## config.mk

```make
export PLATFORM = sky130hd
export DESIGN_NAME = knn_label_voter
export DESIGN_NICKNAME = d
export VERILOG_FILES = /design/src/rtl/knn_label_voter.sv
export SDC_FILE = /design/constraint.sdc
export NUM_CORES = 1
export LEC_CHECK = 0
export BUFFER_PORTS_ARGS = -buffer_cell sky130_fd_sc_hd__buf_2
export CAP_MARGIN = 25
export CORE_AREA = 4 4 144 146
export DETAILED_ROUTE_END_ITERATION = 8
export DIE_AREA = 0 0 148 150
export PLACE_DENSITY_LB_ADDON = 0.05
export SLEW_MARGIN = 20
export SYNTH_ARGS = -nofsm -noshare
export SYNTH_HDL_FRONTEND = slang
export SYNTH_SLANG_ARGS = --single-unit
```

## constraint.sdc

```tcl
create_clock -name clk -period 4.25 [get_ports clk]
set_input_delay 0.6375 -clock clk [delete_from_list [all_inputs] [get_ports clk]]
set_output_delay 0.6375 -clock clk [all_outputs]
set_load 0.03 [all_outputs]
```

## src/rtl/knn_label_voter.sv

```systemverilog
// knn_label_voter: majority vote over the K-nearest-neighbour list.
// The list is snapshotted on start. Each candidate entry is compared against
// every matcher entry, one matcher per cycle. The candidate's vote count is
// then compared with the running best.
// Optional build macro KNN_VOTER_DIST_TIE_EN: on an equal vote count, the
// candidate with the strictly smaller distance wins. Without the macro, the
// earlier (lowest-index) candidate keeps the lead.
module knn_label_voter #(
  parameter int K         = 4,
  parameter int DATA_INFO = 40,
  parameter int LABEL_W   = 8,
  parameter int CNT_W     = 4
) (
  input  logic                   clk,
  input  logic                   rst,
  input  logic                   start,
  input  logic [K*DATA_INFO-1:0] nb_list,
  output logic                   busy,
  output logic                   done,
  output logic [LABEL_W-1:0]     label_out,
  output logic [CNT_W-1:0]       vote_cnt,
  output logic                   no_nb
);

  localparam int DIST_W = DATA_INFO - LABEL_W;
  localparam int IDX_W  = (K > 1) ? $clog2(K) : 1;
  localparam logic [IDX_W-1:0] LAST_IDX = IDX_W'(K - 1);

  localparam logic [1:0] IDLE   = 2'd0;
  localparam logic [1:0] SCAN   = 2'd1;
  localparam logic [1:0] UPDATE = 2'd2;
  localparam logic [1:0] FINISH = 2'd3;

  // An all-ones distance marks an unfilled slot.
  function automatic logic entry_valid(input logic [DATA_INFO-1:0] e);
    return ~(&e[DATA_INFO-1:LABEL_W]);
  endfunction

  function automatic logic [LABEL_W-1:0] entry_label(input logic [DATA_INFO-1:0] e);
    return e[LABEL_W-1:0];
  endfunction

`ifdef KNN_VOTER_DIST_TIE_EN
  function automatic logic [DIST_W-1:0] entry_dist(input logic [DATA_INFO-1:0] e);
    return e[DATA_INFO-1:LABEL_W];
  endfunction
`endif

  logic [1:0]             state_r;
  logic [K*DATA_INFO-1:0] snap_r;
  logic [IDX_W-1:0]       cand_r;
  logic [IDX_W-1:0]       match_r;
  logic [CNT_W-1:0]       cur_cnt_r;
  logic [CNT_W-1:0]       best_cnt_r;
  logic [LABEL_W-1:0]     best_label_r;
  logic                   best_valid_r;
`ifdef KNN_VOTER_DIST_TIE_EN
  logic [DIST_W-1:0]      best_dist_r;
`endif

  logic [DATA_INFO-1:0]   cand_entry_s;
  logic [DATA_INFO-1:0]   match_entry_s;
  logic                   hit_s;
  logic                   take_s;
  logic                   nxt_best_valid_s;
  logic [LABEL_W-1:0]     nxt_best_label_s;
  logic [CNT_W-1:0]       nxt_best_cnt_s;

  assign cand_entry_s  = snap_r[cand_r*DATA_INFO +: DATA_INFO];
  assign match_entry_s = snap_r[match_r*DATA_INFO +: DATA_INFO];

  // Matcher hit: both entries valid and carrying the same label.
  always_comb begin
    hit_s = 1'b0;
    if (entry_valid(cand_entry_s) && entry_valid(match_entry_s)) begin
      hit_s = (entry_label(cand_entry_s) == entry_label(match_entry_s));
    end else begin
      hit_s = 1'b0;
    end
  end

  // Decide whether the current candidate displaces the running best.
  always_comb begin
    take_s = 1'b0;
    if (entry_valid(cand_entry_s)) begin
      if (!best_valid_r) begin
        take_s = 1'b1;
      end else if (cur_cnt_r > best_cnt_r) begin
        take_s = 1'b1;
      end else begin
`ifdef KNN_VOTER_DIST_TIE_EN
        take_s = (cur_cnt_r == best_cnt_r) &&
                 (entry_dist(cand_entry_s) < best_dist_r);
`else
        take_s = 1'b0;
`endif
      end
    end else begin
      take_s = 1'b0;
    end
  end

  // Best state after this UPDATE cycle; used to load the result on the last candidate.
  always_comb begin
    nxt_best_valid_s = best_valid_r;
    nxt_best_label_s = best_label_r;
    nxt_best_cnt_s   = best_cnt_r;
    if (take_s) begin
      nxt_best_valid_s = 1'b1;
      nxt_best_label_s = entry_label(cand_entry_s);
      nxt_best_cnt_s   = cur_cnt_r;
    end else begin
      nxt_best_valid_s = best_valid_r;
    end
  end

  // Vote FSM, snapshot, counters and registered result outputs.
  // The result and done are loaded on the edge into FINISH, so they are
  // visible during the FINISH cycle itself.
  always_ff @(posedge clk) begin
    if (rst) begin
      state_r      <= IDLE;
      snap_r       <= {(K*DATA_INFO){1'b0}};
      cand_r       <= {IDX_W{1'b0}};
      match_r      <= {IDX_W{1'b0}};
      cur_cnt_r    <= {CNT_W{1'b0}};
      best_cnt_r   <= {CNT_W{1'b0}};
      best_label_r <= {LABEL_W{1'b0}};
      best_valid_r <= 1'b0;
`ifdef KNN_VOTER_DIST_TIE_EN
      best_dist_r  <= {DIST_W{1'b0}};
`endif
      busy         <= 1'b0;
      done         <= 1'b0;
      label_out    <= {LABEL_W{1'b0}};
      vote_cnt     <= {CNT_W{1'b0}};
      no_nb        <= 1'b0;
    end else begin
      done <= 1'b0;
      case (state_r)
        IDLE: begin
          if (start) begin
            snap_r       <= nb_list;
            cand_r       <= {IDX_W{1'b0}};
            match_r      <= {IDX_W{1'b0}};
            cur_cnt_r    <= {CNT_W{1'b0}};
            best_cnt_r   <= {CNT_W{1'b0}};
            best_valid_r <= 1'b0;
            busy         <= 1'b1;
            state_r      <= SCAN;
          end
        end
        SCAN: begin
          if (hit_s) begin
            cur_cnt_r <= cur_cnt_r + CNT_W'(1);
          end
          if (match_r == LAST_IDX) begin
            state_r <= UPDATE;
          end else begin
            match_r <= match_r + IDX_W'(1);
          end
        end
        UPDATE: begin
          best_valid_r <= nxt_best_valid_s;
          best_label_r <= nxt_best_label_s;
          best_cnt_r   <= nxt_best_cnt_s;
`ifdef KNN_VOTER_DIST_TIE_EN
          if (take_s) begin
            best_dist_r <= entry_dist(cand_entry_s);
          end
`endif
          cur_cnt_r <= {CNT_W{1'b0}};
          match_r   <= {IDX_W{1'b0}};
          if (cand_r == LAST_IDX) begin
            busy    <= 1'b0;
            done    <= 1'b1;
            state_r <= FINISH;
            if (nxt_best_valid_s) begin
              label_out <= nxt_best_label_s;
              vote_cnt  <= nxt_best_cnt_s;
              no_nb     <= 1'b0;
            end else begin
              label_out <= {LABEL_W{1'b0}};
              vote_cnt  <= {CNT_W{1'b0}};
              no_nb     <= 1'b1;
            end
          end else begin
            cand_r  <= cand_r + IDX_W'(1);
            state_r <= SCAN;
          end
        end
        FINISH: begin
          state_r <= IDLE;
        end
        default: begin
          state_r <= IDLE;
        end
      endcase
    end
  end

endmodule
```

==> qor.yml <==
syn_inst: 955
status: "complete, no violations"
final_antenna_net_count: 0
diodes: 0
io_pins: 178
antenna_found_initial: 3
die_h_um: 150
synth-seq-area-share_pct: 50.3
final.min_clock_period_ps: 2960
fillerInstances: 2040
place_inst: 1334
finalHoldViolations: 0
layout_common_cells: "334 x nand2_1, 198 x dfxtp_1, 176 x buf_2"
first_pass_iters: 6
drt_iter0_drc: 550
gp_congestion: 0.740
startpoint_type: "flip-flop"
cts_resized: 0
drv_slew: 0
layout.nets: 1260
cts_buffer_depth: 2
post-cts-setup-buffer-count: 0
grt_pass1_vias: 6395
power.share.clock_pct: 39.7
drcViolationCount: 0
track_usage_pct: 17.8
overflow: 0
grt_max_degree: 122
final_common_cell: "nand2_1"
synthToLayoutAreaGrowth_pct: 20.1
p_leak_nw: 3.86
syn_avg_cell_area_um2: 8.26
relSlewSlack_pct: 43.5
cts-buffers-inserted: 17
p_switching_w: 0.000973
arrival_ps: 3270
path_max_fanout: 12
synth_top_area_share_pct: 50.3
max_freq_ghz: 0.338
hpwlAfterDp_um: 13600
critPathRequiredTime_ps: 4560
worstHoldPathType: "in -> reg"
vias: 6810
synth_cell_type_count: 40
io_buffers: 177
synth_ff_type: "dfxtp_1"
die_area_um2: 22200
clock_sinks: 198
htreeDepth: 4
synth-seq-cells: 198
critPathKind: "reg -> reg"
clock_latency_ps: 420
finalWirelength_um: 20100
rsz0062_at_grt: "no"
die-width_um: 148
combPwrFrac_pct: 8.9
yosys.area.top_type: "dfxtp_1"
cts_tree: "yes"
finalSetupTns_ps: 0
period_share_pct: 69.7
num_rows: 51
post-route-util_pct: 48.8
end_kind: "flip-flop"
ys_async_sr_fraction_pct: 0
layout.cells.non_filler: 1367
cts_root_buffer: "clkbuf_16"
drv_cap: 0
synth_edf_count: 0
ir_drop_mv: 0.238
setup_viol: 0
initial_core_util_pct: 40.6
hold_buffers: 0
clk_pin_slew_ps: 70
avgViaCountPerCell: 4.98
wire_per_inst_um: 14.7
drive_gt1_share_pct: 20.5
internal_power_w: 0.00292
power_density_nw_per_um2: 411
p_seq_share_pct: 51.4
core_area_um2: 19400
tightest_slew_ps: 848
syn_nets: 1125
syn_area_um2: 7880
finClkSkew_ps: 11.4
grt_pass1_wl_um: 31900
ys_warn_count: 0
p_sw_share_pct: 25.0
ys_top_cells_by_area: "dfxtp_1 50%, nand2_1 16%, a21oi_1 11%, mux4_1 3.0%, clkbuf_1 2.8%"
-- worst paths after layout --
kind	depth (start not counted)	slack [ps]	to	startpoint
max	7	1290	cur_cnt_r[3]	cand_r[0]
min	3	440	snap_r[154]	nb_list[154]
max reg2reg	7	1290	cur_cnt_r[3]	cand_r[0]
min reg2reg	2	450	no_nb	no_nb
-- per-stage QoR --
stage          setup slack (ps)  total power [W]  cell area, µm²  hold WS (ps)
6_report                   1290          0.00389            9470           444
5_1_grt                    1110          0.00408            9470           431
4_1_cts                    1210          0.00395            9450           418
3_5_place_dp               1230          0.00239            8890           444
3_3_place_gp               1260          0.00239            8890           444
2_1_floorplan              1880          0.00225            7880           436
-- layer usage --
| metal | track usage [%] | share of wire, % | vias to the layer above |
|---|---|---|---|
| met3 | 5.00 | 5.4 | 15 |
| met1 | 24.3 | 47 | 3134 |
| met2 | 28.5 | 46 | 135 |
| met4 | 3.79 | 0.68 | 6 |
| met5 | 0 | 0.18 | - |
| li1 | - | - | 3520 |
-- flip-flops by register name, summed over array words and instances (netlist names) --
signal	flops
label_out	8
best_label_r	8
busy	1
best_valid_r	1
no_nb	1
cur_cnt_r	4
done	1
vote_cnt	4
cand_r	2
state_r	2
best_cnt_r	4
snap_r	160
match_r	2
-- area by class of cell --
type / instances / area, µm² / share of cell area, %
Sequential cell: 198 / 3960 / 41.9
Multi-Input combinational cell: 673 / 3590 / 37.9
Timing Repair Buffer: 182 / 955 / 10.1
Clock buffer: 18 / 439 / 4.64
Tap cell: 265 / 332 / 3.50
Clock inverter: 13 / 123 / 1.30
Inverter: 18 / 67.6 / 0.714
-- kinds of logic after synthesis --
family                   share of synthesized area [%]
AND/OR/NAND/NOR                                   22.9
AO/OA/AOI/OAI                                     14.1
flip-flops                                        50.3
buffers and inverters                             4.35
multiplexers                                      6.30
XOR/XNOR                                         0.889
adder cells (fa/ha/maj)                           1.11
-- cell usage after synthesis (all sizes together) (2+ instances only) --
cell,n
nand2,335
or3,4
nor3,5
xor2,8
a21oi,174
o21a,4
nand3,3
a41oi,2
nor2,28
mux4,17
ha,7
a22oi,2
nor4,7
nor3b,4
clkbuf,59
inv,18
nand4,35
a222oi,12
dfxtp,198
mux2i,8
nand3b,2
o211a,2
nor2b,3
buf,7
-- critical path, stage by stage, from the launching register on --
cell and delay, ps:
dfxtp_1 740, mux4_1 710, xor2_1 190, nor3_1 230
o311ai_1 200, nor3b_4 330, nor2b_1 100, a221o_1 350
-- power groups by stage --
stage | sequential, W | clock (W) | combinational (W)
2_1_floorplan | 0.00202 | 0 | 0.000227
6_report | 0.00200 | 0.00155 | 0.000345
5_1_grt | 0.00201 | 0.00167 | 0.000394
3_5_place_dp | 0.00204 | 0 | 0.000350
4_1_cts | 0.00200 | 0.00160 | 0.000351
3_3_place_gp | 0.00204 | 0 | 0.000349
No activity file was read; power rests on OpenSTA's default activity.
